--- src/rtl/ctl_seq_if.sv ---
// Instruction-memory fetch bus between the sequencer (master) and the 4-bit program memory (slave).
interface ctl_seq_if #(
  parameter int PC_LEN   = 6,
  parameter int DATA_LEN = 4
);
  logic                IMEM_REQ;
  logic [PC_LEN:0]     IMEM_ADDR;
  logic                IMEM_ACK;
  logic [DATA_LEN-1:0] IMEM_RDATA;

  modport master (output IMEM_REQ, IMEM_ADDR, input IMEM_ACK, IMEM_RDATA);
  modport slave  (input IMEM_REQ, IMEM_ADDR, output IMEM_ACK, IMEM_RDATA);
endinterface

--- src/rtl/ctl_seq.sv ---
// Multi-cycle sequencer for the 4-bit accumulator datapath: two-nibble fetch, one-cycle EX decode.
// Optional single-step mode (STEP input, HOLD state) is built when CTL_STEP_EN is defined.
module ctl_seq #(
  parameter int PC_LEN     = 6,
  parameter int ALU_OP_LEN = 2,
  parameter int DATA_LEN   = 4
) (
  input  logic                  CLK,
  input  logic                  RSTN,
`ifdef CTL_STEP_EN
  input  logic                  STEP,
`endif
  input  logic [PC_LEN-1:0]     PC,
  ctl_seq_if.master             imem,
  output logic                  PC_EN,
  output logic                  A_EN,
  output logic [ALU_OP_LEN-1:0] ALU_OP,
  output logic [DATA_LEN-1:0]   INSTR_IMM,
  output logic                  IMM_SEL,
  output logic [PC_LEN-1:0]     BR_TARGET,
  output logic                  IS_BR,
  output logic                  IS_LD,
  output logic                  IS_ST,
  output logic [2:0]            REG_ID
);

  typedef enum logic [1:0] {
    F_HI = 2'd0,
    F_LO = 2'd1,
    EX   = 2'd2,
    HOLD = 2'd3
  } state_t;

`ifdef CTL_STEP_EN
  localparam state_t RST_STATE = HOLD;
`else
  localparam state_t RST_STATE = F_HI;
`endif

  state_t     state_q, state_d;
  logic [7:0] ir_q, ir_d;
  logic [3:0] nib;
  logic [3:0] opc;
  logic [3:0] lo;
  logic [5:0] br_tgt6;

  assign nib     = 4'(imem.IMEM_RDATA);
  assign opc     = ir_q[7:4];
  assign lo      = ir_q[3:0];
  assign br_tgt6 = {opc[1:0], lo};

  always_ff @(posedge CLK or negedge RSTN) begin
    if (!RSTN) begin
      state_q <= RST_STATE;
      ir_q    <= 8'h00;
    end else begin
      state_q <= state_d;
      ir_q    <= ir_d;
    end
  end

  always_comb begin
    state_d = state_q;
    ir_d    = ir_q;
    case (state_q)
      F_HI: begin
        if (imem.IMEM_ACK) begin
          ir_d[7:4] = nib;
          state_d   = F_LO;
        end
      end
      F_LO: begin
        if (imem.IMEM_ACK) begin
          ir_d[3:0] = nib;
          state_d   = EX;
        end
      end
      EX: begin
`ifdef CTL_STEP_EN
        state_d = HOLD;
`else
        state_d = F_HI;
`endif
      end
      HOLD: begin
`ifdef CTL_STEP_EN
        if (STEP) state_d = F_HI;
`else
        state_d = F_HI;
`endif
      end
      default: state_d = RST_STATE;
    endcase
  end

  // REQ is gated by RSTN so it drops the moment reset asserts, not at the next edge.
  assign imem.IMEM_REQ  = RSTN & ((state_q == F_HI) | (state_q == F_LO));
  assign imem.IMEM_ADDR = {PC, (state_q == F_LO)};

  always_comb begin
    PC_EN     = 1'b0;
    A_EN      = 1'b0;
    ALU_OP    = '0;
    INSTR_IMM = '0;
    IMM_SEL   = 1'b0;
    BR_TARGET = '0;
    IS_BR     = 1'b0;
    IS_LD     = 1'b0;
    IS_ST     = 1'b0;
    REG_ID    = '0;
    if (state_q == EX) begin
      PC_EN     = 1'b1;
      ALU_OP    = ALU_OP_LEN'(opc[1:0]);
      INSTR_IMM = DATA_LEN'(lo);
      case (opc[3:2])
        2'b00: REG_ID = lo[2:0];
        2'b01: IMM_SEL = 1'b1;
        2'b10: begin
          IS_LD  = ~opc[0];
          IS_ST  = opc[0];
          REG_ID = lo[2:0];
        end
        default: begin
          IS_BR     = 1'b1;
          BR_TARGET = PC_LEN'(br_tgt6);
        end
      endcase
      A_EN = ~IS_BR & ~IS_ST;
    end
  end

endmodule

--- src/flat_wrapper.sv ---
// flat-port wrapper written by rule: the top's interface ports become plain ports
module ctl_seq_flat 
#(
  parameter int PC_LEN     = 6,
  parameter int ALU_OP_LEN = 2,
  parameter int DATA_LEN   = 4
)
  (CLK, RSTN, PC, PC_EN, A_EN, ALU_OP, INSTR_IMM, IMM_SEL, BR_TARGET, IS_BR, IS_LD, IS_ST, REG_ID, imem_IMEM_REQ, imem_IMEM_ADDR, imem_IMEM_ACK, imem_IMEM_RDATA);
  ctl_seq_if #(.PC_LEN(PC_LEN), .DATA_LEN(DATA_LEN)) imem_i ();
  input  logic CLK;
  input  logic RSTN;
  input  logic [PC_LEN-1:0] PC;
  output logic PC_EN;
  output logic A_EN;
  output logic [ALU_OP_LEN-1:0] ALU_OP;
  output logic [DATA_LEN-1:0] INSTR_IMM;
  output logic IMM_SEL;
  output logic [PC_LEN-1:0] BR_TARGET;
  output logic IS_BR;
  output logic IS_LD;
  output logic IS_ST;
  output logic [2:0] REG_ID;
  output wire logic [$bits(imem_i.IMEM_REQ)-1:0] imem_IMEM_REQ;
  output wire logic [$bits(imem_i.IMEM_ADDR)-1:0] imem_IMEM_ADDR;
  input wire logic [$bits(imem_i.IMEM_ACK)-1:0] imem_IMEM_ACK;
  input wire logic [$bits(imem_i.IMEM_RDATA)-1:0] imem_IMEM_RDATA;
  assign imem_IMEM_REQ = imem_i.IMEM_REQ;
  assign imem_IMEM_ADDR = imem_i.IMEM_ADDR;
  assign imem_i.IMEM_ACK = imem_IMEM_ACK;
  assign imem_i.IMEM_RDATA = imem_IMEM_RDATA;
  ctl_seq #(.PC_LEN(PC_LEN), .ALU_OP_LEN(ALU_OP_LEN), .DATA_LEN(DATA_LEN)) u_core (.CLK(CLK), .RSTN(RSTN), .PC(PC), .imem(imem_i), .PC_EN(PC_EN), .A_EN(A_EN), .ALU_OP(ALU_OP), .INSTR_IMM(INSTR_IMM), .IMM_SEL(IMM_SEL), .BR_TARGET(BR_TARGET), .IS_BR(IS_BR), .IS_LD(IS_LD), .IS_ST(IS_ST), .REG_ID(REG_ID));
endmodule
--- config.mk ---
export PLATFORM = sky130hd
export DESIGN_NAME = ctl_seq_flat
export DESIGN_NICKNAME = d
export VERILOG_FILES = /design/src/rtl/ctl_seq_if.sv /design/src/rtl/ctl_seq.sv /design/src/flat_wrapper.sv
export SDC_FILE = /design/constraint.sdc
export NUM_CORES = 1
export LEC_CHECK = 0
export ABC_AREA = 1
export CAP_MARGIN = 40
export CORE_MARGIN = 5
export CORE_UTILIZATION = 36
export DETAILED_ROUTE_END_ITERATION = 10
export PLACE_DENSITY_LB_ADDON = 0.1
export SLEW_MARGIN = 30
export SYNTH_ARGS = -nofsm -noshare
export SYNTH_HDL_FRONTEND = slang
export SYNTH_SLANG_ARGS = --single-unit
--- constraint.sdc ---
create_clock -name CLK -period 1.9 [get_ports CLK]
set_input_delay 0.38 -clock CLK [delete_from_list [all_inputs] [get_ports CLK]]
set_output_delay 0.38 -clock CLK [all_outputs]
set_load 0.005 [all_outputs]
After elaboration in Yosys (flattened, before gate mapping) --
Cells that the tools add are included. W data, S select, Z words.
Operators by class: equality and inequality tests 7, muxes and demuxes 21, bitwise logic cells 6, reductions and logical operators 8
Operator list (count):
- $mux W1 | 12
- $mux W6 | 2
- $eq A2 B2 Y1 const B | 3
- $mux W2 | 3
- $mux W3 | 2
- $pmux W2 S3 | 1
- $reduce_and A2 Y1 | 3
- $eq A2 B1 Y1 const B | 2
- $logic_not A2 Y1 | 2
- $mux W4 | 1
- $reduce_or A2 Y1 | 2
- $not A1 Y1 | 3
- $reduce_or A3 Y1 | 1
- $and A1 B1 Y1 | 2
- $ne A2 B1 Y1 const B | 1
- $ne A2 B2 Y1 const B | 1
- $or A1 B1 Y1 | 1
Storage, ports and cells: bits in registers 10, input bits 13, output and inout bits 29, word-level logic and storage cells 45

Logic depth before layout (Yosys ltp) --
depth in word-level cells 7, mapped depth 5, mapped depth without buffers 4

Least setup slack after synthesis --
Ideal clock, no wire load.
path type reg-to-output, start point register u_core.state_q[0], end point output port REG_ID[0], arrival time 0.936 ns, data required time 1.520 ns, path slack 0.584 ns, stages on the path, launching flop included 6, buffers on the path 2, path through dfrtp_1 -> buf_6 -> inv_1 -> nand2_1 -> buf_2 -> nor3_1
On the way: word-level cells in the longest chain between the ends 2
RTL lines:
- from (decl) | line ctl_seq.sv:40 | state_t state_q, state_d;
- from (signal assigned) | line ctl_seq.sv:57 | state_q <= state_d;
- $eq A2 B2 Y1 | line ctl_seq.sv:111 | if (state_q == EX) begin
- $mux W3 | line ctl_seq.sv:111
- to (decl) | line flat_wrapper.sv:22 | output logic [2:0] REG_ID;
Every way passes these cells.

Worst setup path in the final report --
start point register u_core.state_q[0], end point output port INSTR_IMM[0]
On the way: word-level cells in the longest chain between the ends 2
RTL lines:
- $eq A2 B2 Y1 | line ctl_seq.sv:111
- $mux W4 | line ctl_seq.sv:111
- to (decl) | line flat_wrapper.sv:16 | output logic [DATA_LEN-1:0] INSTR_IMM;
Every way passes these cells.

==> results_tabular.tex <==
\begin{tabular}{lr}
\hline
Metric & Value \\
\hline
\multicolumn{2}{l}{\textbf{Outcome}} \\
Result of the run & finished, final reports clean \\
\multicolumn{2}{l}{\textbf{Setup path}} \\
Crit path capture type & primary output \\
Max Fanout on Critical Path & 11 \\
Crit path cell chain & inv\_2 -> nand2\_4 -> nor2\_1 -> clkdlybuf4s50\_1 \\
Arr. time, crit path & 1.45 ns \\
Cell with the largest stage delay on the worst path & sky130\_fd\_sc\_hd\_\_clkdlybuf4s50\_1 \\
Reg2Reg Launch Point & u\_core.state\_q[0] \\
Type of the worst setup path & reg -> out \\
Start point of the critical path & u\_core.state\_q[0] \\
Startpoint kind of the worst setup timing path & flip-flop \\
Required time at the endpoint of the critical path & 1.52 ns \\
CP peak stage delay & 0.50 ns \\
\multicolumn{2}{l}{\textbf{GRT}} \\
Total routing resource utilization after global routing & 0.124 \\
Largest net degree at the start of global routing & 13 \\
Met1 layer usage reported by global route & 0.143 \\
Most utilized layer in the global route result & met2 \\
Met2 Track Usage GR & 0.208 \\
Vias in the first global route & 572 \\
Leftover overflow at the end of global routing & 0 \\
First-pass GRT wire length & 2460 um \\
GR Layer Usage met3 & 0.0320 \\
Number of antenna violations at the first check in global routing & 0 \\
\multicolumn{2}{l}{\textbf{Place}} \\
Routability cong. & 0.762 \\
Input/output buffers & 29 \\
DPL Wire Length & 1200 um \\
Placed insts & 127 \\
\multicolumn{2}{l}{\textbf{Clock network}} \\
Deepest clock path buffer count & 2 \\
Maximum level of the CTS H-tree & 1 \\
TritonCTS Buffers & 3 \\
Clock transition time at the flip-flop clock pins of the worst setup and hold paths & 0.06 ns \\
Library cell used as clock root buffer & sky130\_fd\_sc\_hd\_\_clkbuf\_4 \\
Clock latency on the worst-skew pair & 0.26 ns \\
Clock tree from TritonCTS & done \\
Clock net sink count & 10 \\
\multicolumn{2}{l}{\textbf{Min path}} \\
Type of the tightest min-delay check & in -> async \\
\multicolumn{2}{l}{\textbf{Yosys}} \\
Post-synth cell types & 14 \\
Post-synthesis sequential area ratio & 0.411 \\
Post-synthesis register bit count & 10 \\
Syn avg cell area & 6.92 sq um \\
Synthesized instance count & 88 \\
Top cells by area, synth & sky130\_fd\_sc\_hd\_\_dfrtp\_1 41\%, sky130\_fd\_sc\_hd\_\_nand2\_1 13\%, sky130\_fd\_sc\_hd\_\_nor2\_1 9.9\% \\
Post-synthesis instance area & 609 sq um \\
Net count of the mapped netlist & 101 \\
Library cell with the largest summed area after synthesis & sky130\_fd\_sc\_hd\_\_dfrtp\_1 \\
Share of the synthesized area in the top cell type & 0.411 \\
Yosys synthesis warning count & 0 \\
\multicolumn{2}{l}{\textbf{Floorplanning}} \\
\# IOs & 42 \\
Area of the core & 1560 sq um \\
Die width & 51.1 um \\
Die outline area & 2620 sq um \\
Die Span Y & 51.1 um \\
Initial standard-cell utilization of the core & 0.391 \\
Number of placement rows & 14 \\
\multicolumn{2}{l}{\textbf{Layout}} \\
Final instance count without filler cells & 137 \\
Final antenna diode count & 0 \\
Most frequent cells in the layout & 20 x sky130\_fd\_sc\_hd\_\_nand2\_1, 13 x sky130\_fd\_sc\_hd\_\_nor2\_1, 12 x sky130\_fd\_sc\_hd\_\_dlymetal6s2s\_1 \\
Layout overhead on the synthesized area & 62.4\% \\
Fill cells & 148 \\
Share of cells above drive strength 1 & 0.223 \\
Most common library cell in the layout ignoring fill and taps & sky130\_fd\_sc\_hd\_\_nand2\_1 \\
Total number of nets in the final design & 135 \\
\multicolumn{2}{l}{\textbf{Timing}} \\
Final period demand of the worst path & 1.83 ns \\
Tightest slew margin relative to the limit & 0.863 \\
Max Fclk & 0.547 GHz \\
Total setup violations reported at the end of the flow & 0 \\
Unrepaired setup endpoints after global routing & no \\
Transition time of the tightest slew-check pin & 0.205 ns \\
Minimum hold slack & 0.437 ns \\
Period Utilization, post-route & 0.962 \\
Pins Over Slew Limit & 0 \\
Count of final hold-check violations & 0 \\
Worst clock skew on the final layout & 0.000625 ns \\
\multicolumn{2}{l}{\textbf{Route}} \\
Number of DRC violations after detailed-routing iteration 0 & 2 \\
Average via count per standard cell & 4.69 \\
Total wire length & 1540 um \\
Via count of the routed design & 643 \\
Total iterations of the first detailed-routing run & 3 \\
DRC Markers & 0 \\
Post-detailed-route count of antenna-violating nets & 0 \\
WL per Instance & 11.3 um \\
\multicolumn{2}{l}{\textbf{Pwr}} \\
Power, Total & 0.000965 W \\
Leakage dissipation & 0.725 nW \\
Power Density & 975 nW/um\^{}2 \\
Max VDD drop & 488 uV \\
\multicolumn{2}{l}{\textbf{Run}} \\
Max-cap violations & 0 \\
\hline
\end{tabular}
cells in the mapped netlist:
| cell type | n |
|---|---|
| sky130_fd_sc_hd__dfrtp_1 | 10 |
| sky130_fd_sc_hd__o21ai_0 | 1 |
| sky130_fd_sc_hd__a21oi_1 | 1 |
| sky130_fd_sc_hd__nand2_1 | 21 |
| sky130_fd_sc_hd__buf_2 | 2 |
| sky130_fd_sc_hd__nor3_1 | 4 |
| sky130_fd_sc_hd__inv_1 | 12 |
| sky130_fd_sc_hd__inv_2 | 1 |
| sky130_fd_sc_hd__nand4_1 | 5 |
| sky130_fd_sc_hd__buf_6 | 1 |
| sky130_fd_sc_hd__buf_4 | 7 |
| sky130_fd_sc_hd__nor2_2 | 1 |
| sky130_fd_sc_hd__nand3_1 | 6 |
| sky130_fd_sc_hd__nor2_1 | 16 |
per-layer routing:
layer  vias to the layer above  routed length [um]
met2                        28                 708
met3                         2                 186
li1                        332                   -
met4                         0                   9
met1                       281                 638
met5                         -                   0
worst paths after layout:
path / cells past startpoint / end / slack [ns]
max reg2reg: 5 / u_core.ir_q[5] / 0.72
max in group asynchronous: 2 / u_core.state_q[1] / 1.31
max: 4 / INSTR_IMM[0] / 0.07
min: 2 / u_core.ir_q[5] / 0.44
min reg2reg: 2 / u_core.ir_q[0] / 0.47
min in group CLK: 2 / u_core.ir_q[0] / 0.47
logic make-up after synthesis:
family          synth area share
flops                      0.411
simple gates               0.372
compound gates            0.0164
buf+inv                    0.201
report_power, final:
| part | internal, W | switching, W |
|---|---|---|
| sequential | 0.000304 | 0.0000690 |
| clock | 0.000116 | 0.0000679 |
| combinational | 0.000185 | 0.000222 |
state kept, by name, summed over array words and instances (netlist names):
signal and flops:
u_core.ir_q 8, u_core.state_q 2
layout make-up:
type,instances,area [sq um],area share
sequential,10,253,0.255
tap,16,20.0,0.0202
timing repair buffer,39,373,0.377
clock buffer,4,36.3,0.0367
inverter,13,51.3,0.0518
multi-input combinational,55,256,0.259
per-stage QoR:
| stage | setup TNS (ns) | area [sq um] | setup slack [ns] | utilization |
|---|---|---|---|---|
| 2_1_floorplan | 0 | 609 | 0.584 | - |
| 3_3_place_gp | -0.0337 | 876 | -0.0337 | 0.562 |
| 3_5_place_dp | -0.0246 | 876 | -0.0246 | 0.562 |
| 4_1_cts | -0.0116 | 935 | -0.00973 | 0.600 |
| 5_1_grt | 0 | 990 | 0.0105 | 0.635 |
| 6_report | 0 | 990 | 0.0714 | 0.635 |
critical path: cells and delay by family, from the launching register on:
kind | cells | cell delay [ns]
buffers and inverters | 2 | 0.58
DFF | 1 | 0.40
and+or+nand+nor | 2 | 0.20
timing repair:
item	4_1_cts	5_1_grt
gates resized for setup	14	23
pin swaps	1	2
endpoints found under the setup margin	21	15
hold buffers	0	0
buffers inserted	3	3
Power figures use the tool's default switching activity.
